<file path="src/rtl/p5_controller_if.sv">
`default_nettype none
// +----------------------------------------------------------------------+
// | p5_controller_if : start/IR-load inputs and datapath control bundle  |
// | Revision 1.0                                                         |
// +----------------------------------------------------------------------+
interface p5_controller_if;
  logic        s;
  logic        load;
  logic [15:0] in;
  logic        w;
  logic [2:0]  readnum;
  logic [2:0]  writenum;
  logic        write;
  logic        loada;
  logic        loadb;
  logic        loadc;
  logic        loads;
  logic        asel;
  logic        bsel;
  logic [1:0]  vsel;
  logic [1:0]  shift;
  logic [1:0]  ALUop;
  logic [15:0] sximm5;
  logic [15:0] sximm8;

  modport master (
    output s, load, in,
    input  w, readnum, writenum, write, loada, loadb, loadc, loads,
           asel, bsel, vsel, shift, ALUop, sximm5, sximm8
  );

  modport slave (
    input  s, load, in,
    output w, readnum, writenum, write, loada, loadb, loadc, loads,
           asel, bsel, vsel, shift, ALUop, sximm5, sximm8
  );
endinterface
`default_nettype wire

</file>
<file path="src/rtl/p5_controller.sv">
`default_nettype none
// +----------------------------------------------------------------------+
// | p5_controller : instruction register, decoder and Moore control FSM  |
// | Revision 1.0                                                         |
// +----------------------------------------------------------------------+
module p5_controller (
  input  logic           clk,
  input  logic           reset,
  p5_controller_if.slave bus
);
  localparam logic [2:0] S_WAIT      = 3'd0;
  localparam logic [2:0] S_DECODE    = 3'd1;
  localparam logic [2:0] S_WRITE_IMM = 3'd2;
  localparam logic [2:0] S_GET_A     = 3'd3;
  localparam logic [2:0] S_GET_B     = 3'd4;
  localparam logic [2:0] S_COMPUTE   = 3'd5;
  localparam logic [2:0] S_WRITE_REG = 3'd6;

  logic [2:0]  r_state;
  logic [2:0]  w_next;
  logic [15:0] r_ir;

  logic [2:0] w_opcode;
  logic [1:0] w_op;
  logic [2:0] w_rn;
  logic [2:0] w_rd;
  logic [1:0] w_sh;
  logic [2:0] w_rm;
  logic       w_mov_imm;
  logic       w_mov_reg;
  logic       w_mvn;
  logic       w_two_src;
  logic       w_cmp;

  assign w_opcode  = r_ir[15:13];
  assign w_op      = r_ir[12:11];
  assign w_rn      = r_ir[10:8];
  assign w_rd      = r_ir[7:5];
  assign w_sh      = r_ir[4:3];
  assign w_rm      = r_ir[2:0];

  assign w_mov_imm = (w_opcode == 3'b110) && (w_op == 2'b10);
  assign w_mov_reg = (w_opcode == 3'b110) && (w_op == 2'b00);
  assign w_mvn     = (w_opcode == 3'b101) && (w_op == 2'b11);
  assign w_two_src = (w_opcode == 3'b101) && (w_op != 2'b11);
  assign w_cmp     = (w_opcode == 3'b101) && (w_op == 2'b01);

  assign bus.sximm5 = {{11{r_ir[4]}}, r_ir[4:0]};
  assign bus.sximm8 = {{8{r_ir[7]}}, r_ir[7:0]};

  always_ff @(posedge clk) begin
    if (reset) begin
      r_state <= S_WAIT;
    end else begin
      r_state <= w_next;
    end
  end

  // IR only accepts a new word while idle, so an in-flight instruction is stable
  always_ff @(posedge clk) begin
    if (reset) begin
      r_ir <= 16'h0000;
    end else if (bus.load && (r_state == S_WAIT)) begin
      r_ir <= bus.in;
    end
  end

  always_comb begin
    w_next = S_WAIT;
    case (r_state)
      S_WAIT:      w_next = bus.s ? S_DECODE : S_WAIT;
      S_DECODE: begin
        if (w_mov_imm)                 w_next = S_WRITE_IMM;
        else if (w_mov_reg || w_mvn)   w_next = S_GET_B;
        else if (w_two_src)            w_next = S_GET_A;
        else                           w_next = S_WAIT;
      end
      S_WRITE_IMM: w_next = S_WAIT;
      S_GET_A:     w_next = S_GET_B;
      S_GET_B:     w_next = S_COMPUTE;
      S_COMPUTE:   w_next = w_cmp ? S_WAIT : S_WRITE_REG;
      S_WRITE_REG: w_next = S_WAIT;
      default:     w_next = S_WAIT;
    endcase
  end

  always_comb begin
    bus.w        = 1'b0;
    bus.readnum  = 3'b000;
    bus.writenum = 3'b000;
    bus.write    = 1'b0;
    bus.loada    = 1'b0;
    bus.loadb    = 1'b0;
    bus.loadc    = 1'b0;
    bus.loads    = 1'b0;
    bus.asel     = 1'b0;
    bus.bsel     = 1'b0;
    bus.vsel     = 2'b00;
    bus.shift    = w_sh;
    bus.ALUop    = w_op;
    case (r_state)
      S_WAIT:      bus.w = 1'b1;
      S_WRITE_IMM: begin
        bus.writenum = w_rn;
        bus.vsel     = 2'b01;
        bus.write    = 1'b1;
      end
      S_GET_A: begin
        bus.readnum = w_rn;
        bus.loada   = 1'b1;
      end
      S_GET_B: begin
        bus.readnum = w_rm;
        bus.loadb   = 1'b1;
      end
      S_COMPUTE: begin
        // MOV reg passes B through the adder with A forced to zero
        if (w_mov_reg) begin
          bus.ALUop = 2'b00;
          bus.asel  = 1'b1;
        end
        if (w_cmp) bus.loads = 1'b1;
        else       bus.loadc = 1'b1;
      end
      S_WRITE_REG: begin
        bus.writenum = w_rd;
        bus.vsel     = 2'b00;
        bus.write    = 1'b1;
      end
      default: ;
    endcase
  end
endmodule
`default_nettype wire

</file>
<file path="src/flat_wrapper.sv">
// flat-port wrapper written by rule: the top's interface ports become plain ports
module p5_controller_flat 
  (clk, reset, bus_s, bus_load, bus_in, bus_w, bus_readnum, bus_writenum, bus_write, bus_loada, bus_loadb, bus_loadc, bus_loads, bus_asel, bus_bsel, bus_vsel, bus_shift, bus_ALUop, bus_sximm5, bus_sximm8);
  p5_controller_if bus_i ();
  input  logic clk;
  input  logic reset;
  input wire logic [$bits(bus_i.s)-1:0] bus_s;
  input wire logic [$bits(bus_i.load)-1:0] bus_load;
  input wire logic [$bits(bus_i.in)-1:0] bus_in;
  output wire logic [$bits(bus_i.w)-1:0] bus_w;
  output wire logic [$bits(bus_i.readnum)-1:0] bus_readnum;
  output wire logic [$bits(bus_i.writenum)-1:0] bus_writenum;
  output wire logic [$bits(bus_i.write)-1:0] bus_write;
  output wire logic [$bits(bus_i.loada)-1:0] bus_loada;
  output wire logic [$bits(bus_i.loadb)-1:0] bus_loadb;
  output wire logic [$bits(bus_i.loadc)-1:0] bus_loadc;
  output wire logic [$bits(bus_i.loads)-1:0] bus_loads;
  output wire logic [$bits(bus_i.asel)-1:0] bus_asel;
  output wire logic [$bits(bus_i.bsel)-1:0] bus_bsel;
  output wire logic [$bits(bus_i.vsel)-1:0] bus_vsel;
  output wire logic [$bits(bus_i.shift)-1:0] bus_shift;
  output wire logic [$bits(bus_i.ALUop)-1:0] bus_ALUop;
  output wire logic [$bits(bus_i.sximm5)-1:0] bus_sximm5;
  output wire logic [$bits(bus_i.sximm8)-1:0] bus_sximm8;
  assign bus_i.s = bus_s;
  assign bus_i.load = bus_load;
  assign bus_i.in = bus_in;
  assign bus_w = bus_i.w;
  assign bus_readnum = bus_i.readnum;
  assign bus_writenum = bus_i.writenum;
  assign bus_write = bus_i.write;
  assign bus_loada = bus_i.loada;
  assign bus_loadb = bus_i.loadb;
  assign bus_loadc = bus_i.loadc;
  assign bus_loads = bus_i.loads;
  assign bus_asel = bus_i.asel;
  assign bus_bsel = bus_i.bsel;
  assign bus_vsel = bus_i.vsel;
  assign bus_shift = bus_i.shift;
  assign bus_ALUop = bus_i.ALUop;
  assign bus_sximm5 = bus_i.sximm5;
  assign bus_sximm8 = bus_i.sximm8;
  p5_controller u_core (.clk(clk), .reset(reset), .bus(bus_i));
endmodule
</file>
<file path="config.mk">
export PLATFORM = sky130hd
export DESIGN_NAME = p5_controller_flat
export DESIGN_NICKNAME = d
export VERILOG_FILES = /design/src/rtl/p5_controller_if.sv /design/src/rtl/p5_controller.sv /design/src/flat_wrapper.sv
export SDC_FILE = /design/constraint.sdc
export NUM_CORES = 1
export LEC_CHECK = 0
export ABC_AREA = 0
export BUFFER_PORTS_ARGS = -buffer_cell sky130_fd_sc_hd__buf_2
export CAP_MARGIN = 25
export CELL_PAD_IN_SITES_DETAIL_PLACEMENT = 1
export CELL_PAD_IN_SITES_GLOBAL_PLACEMENT = 1
export CORE_MARGIN = 2
export CORE_UTILIZATION = 30
export CTS_BUF_LIST = sky130_fd_sc_hd__clkbuf_4
export DETAILED_ROUTE_END_ITERATION = 7
export PLACE_DENSITY_LB_ADDON = 0.1
export SYNTH_ARGS = -nofsm -noshare
export SYNTH_HDL_FRONTEND = slang
export SYNTH_SLANG_ARGS = --single-unit
</file>
<file path="constraint.sdc">
create_clock -name clk -period 1.86 [get_ports clk]
set_input_delay 0.093 -clock clk [delete_from_list [all_inputs] [get_ports clk]]
set_output_delay 0.093 -clock clk [all_outputs]
set_load 0.02 [all_outputs]
</file>
==> reports/metrics.yaml <==
run_status:
  status: "finished, final reports clean"
clocking:
  insertion_delay_ps: 290
  root_buffer: "clkbuf_4"
  clockBufferDepth: 2
  cts-htree-levels: 1
  cts_buffers: 3
  post-cts-setup-buffer-count: 0
  cts_resized: 0
  cts_tree: "done"
  cts.sinks: 19
  clkTransAtPathRegs_ps: 110
  ctsHoldBuffers: 0
pwr:
  swShare_pct: 33.4
  finalPower_uw: 877
  p_clk_share_pct: 23.9
  vdd_drop_max_v: 0.000278
  p_per_area_nw_per_um2: 645
  p_sw_uw: 293
  p_leak_uw: 0.000708
  p_int_uw: 584
  seqPwrFrac_pct: 52.5
  comb_power_share_pct: 23.7
timing:
  fin_setup_tns_ps: 0
  finalCritPeriodShare_pct: 95.2
  min_period_ps: 1770
  drv_slew: 0
  finalSetupViolCount: 0
  hold_ws_ps: 24.4
  fin_worst_skew_ps: 2.15
  rsz0062_at_grt: "no"
  final_hold_viol_count: 0
  fmax_ghz: 0.565
  tightest_slew_ps: 558
  relSlewSlack_pct: 62.8
logic_synthesis:
  syn-instance-count: 160
  synth_cell_types: 33
  syn_area_sq_um: 1230
  synth-warning-count: 0
  ys_ff_latch: 19
  syn_area_per_cell_sq_um: 7.66
  synth_seq_area_share_pct: 31.0
worst_setup_path:
  critical_path_class: "reg2out"
  path_max_fanout: 9
  cp-startpoint: "u_core.r_state[1]"
  end_kind: "primary output"
  cp.required_ps: 1770
  start_kind: "flop"
  rr_startpoint: "u_core.r_state[1]"
  regToRegSetupSlack_ps: 240
  critPathArrivalTime_ps: 1680
global_routing:
  grt.total_usage_pct: 13.7
  grt_pass1_vias: 975
  grt_pass1_wl_microns: 4730
  antenna_found_initial: 0
  grt_overflow: 0
  grt_start_max_net_pins: 21
job:
  maxCapViolations: 0
hold_path:
  hp-start: "bus_in[7]"
  worstHoldPathType: "in2reg"
floorplan:
  die_area_sq_um: 4610
  die_w_microns: 67.9
  start_util_pct: 30.9
  io-pin-count: 72
  die_h_microns: 67.9
  coreArea_sq_um: 3970
  row_count: 23
routing:
  drt_first_pass_iters: 4
  vias: 1090
  via_per_inst: 4.54
  ant_nets: 0
  wl_per_cell_microns: 12.7
  drt_iter0_markers: 24
  drc_errors: 0
  routed_wirelength_microns: 3040
layout:
  area_delta_synth_final_pct: 10.9
  diodes: 0
  most-common-layout-cells: "69 x buf_2, 32 x nand2_1, 19 x dfxtp_1"
  fin_nets: 211
  seq_area_sq_um: 380
  drive_above_1_share_pct: 41.1
  final_cells: 240
  final_common_cell: "buf_2"
  fillers: 527
  multiInputGateArea_sq_um: 522
placed_design:
  dp_hpwl_microns: 2250
  port_buffers: 69
  place_congestion: 0.725
  dp_cells: 236
metal layers:
| layer | wire length (microns) | GRT usage, % |
|---|---|---|
| met5 | 0 | 0 |
| met4 | 19 | 3.00 |
| met3 | 200 | 3.62 |
| met2 | 1440 | 22.8 |
| met1 | 1370 | 17.6 |
final timing paths:
check                                       end  cells after the start
worst max-delay path             bus_readnum[1]                      4
worst min-delay path             u_core.r_ir[7]                      3
worst max register to register   u_core.r_ir[9]                      3
worst min register to register  u_core.r_ir[15]                      2
registers in the layout (all words and copies together) (netlist names):
register and cells:
u_core.r_state 3, u_core.r_ir 16
power by group through the flow:
stage	registers (uW)	logic, uW	clock network, uW
final	460	208	209
after global routing	467	232	241
after CTS	461	212	228
after detailed placement	470	211	0
after global placement	469	211	0
after floorplan	461	202	0
worst max-delay path: stages, from the launching register on:
cell     delay [ps]
dfxtp_1         420
or2_2           370
nor2_1          240
a22o_1          190
buf_2           160
cell families after synthesis:
logic type             synth area share, %
AO/OA/AOI/OAI                         13.5
buffers and inverters                 26.7
flip-flops                            31.0
multiplexers                          2.45
other                                0.306
AND/OR/NAND/NOR                       26.0
cell usage after synthesis:
library cell	number	share of area, %
a21oi_1	17	6.9
a211oi_1	2	1.2
a211o_1	1	0.71
nand4_1	1	0.51
nor3_1	1	0.41
a31oi_1	1	0.51
buf_4	36	22
nand4b_1	1	0.71
conb_1	1	0.31
and2_1	1	0.51
buf_2	4	1.6
nor3b_1	1	0.61
inv_1	2	0.61
or2_2	1	0.51
a21o_1	1	0.61
mux2i_1	3	2.4
nand2b_1	2	1.0
nor4b_4	1	1.9
o21a_1	1	0.61
clkbuf_1	5	1.5
nand3_1	1	0.41
nand2_1	32	9.8
o32ai_1	1	0.71
nand3b_1	3	1.8
dfxtp_1	19	31
a22o_1	3	2.1
or4b_1	2	1.6
nor2b_1	3	1.5
nor2_1	9	2.8
nand2_2	1	0.51
or2b_1	1	0.61
and3b_1	1	0.71
buf_6	1	0.92
per-stage QoR:
stage | area [sq um] | setup slack, ps | utilization, %
floorplan | 1230 | 381 | -
global placement | 1330 | 228 | 33.6
detailed placement | 1330 | 222 | 33.6
CTS | 1360 | 78.1 | 34.2
global route | 1360 | 2.54 | 34.2
finish | 1360 | 89.6 | 34.2
area by class of cell:
| type | count | share of cell area, % |
|---|---|---|
| Sequential cell | 19 | 28.0 |
| Clock buffer | 3 | 1.66 |
| Tap cell | 50 | 4.60 |
| Timing Repair Buffer | 71 | 26.5 |
| Multi-Input combinational cell | 94 | 38.4 |
| Inverter | 2 | 0.552 |
| Clock inverter | 1 | 0.368 |
(Power assumes the default switching activity.)
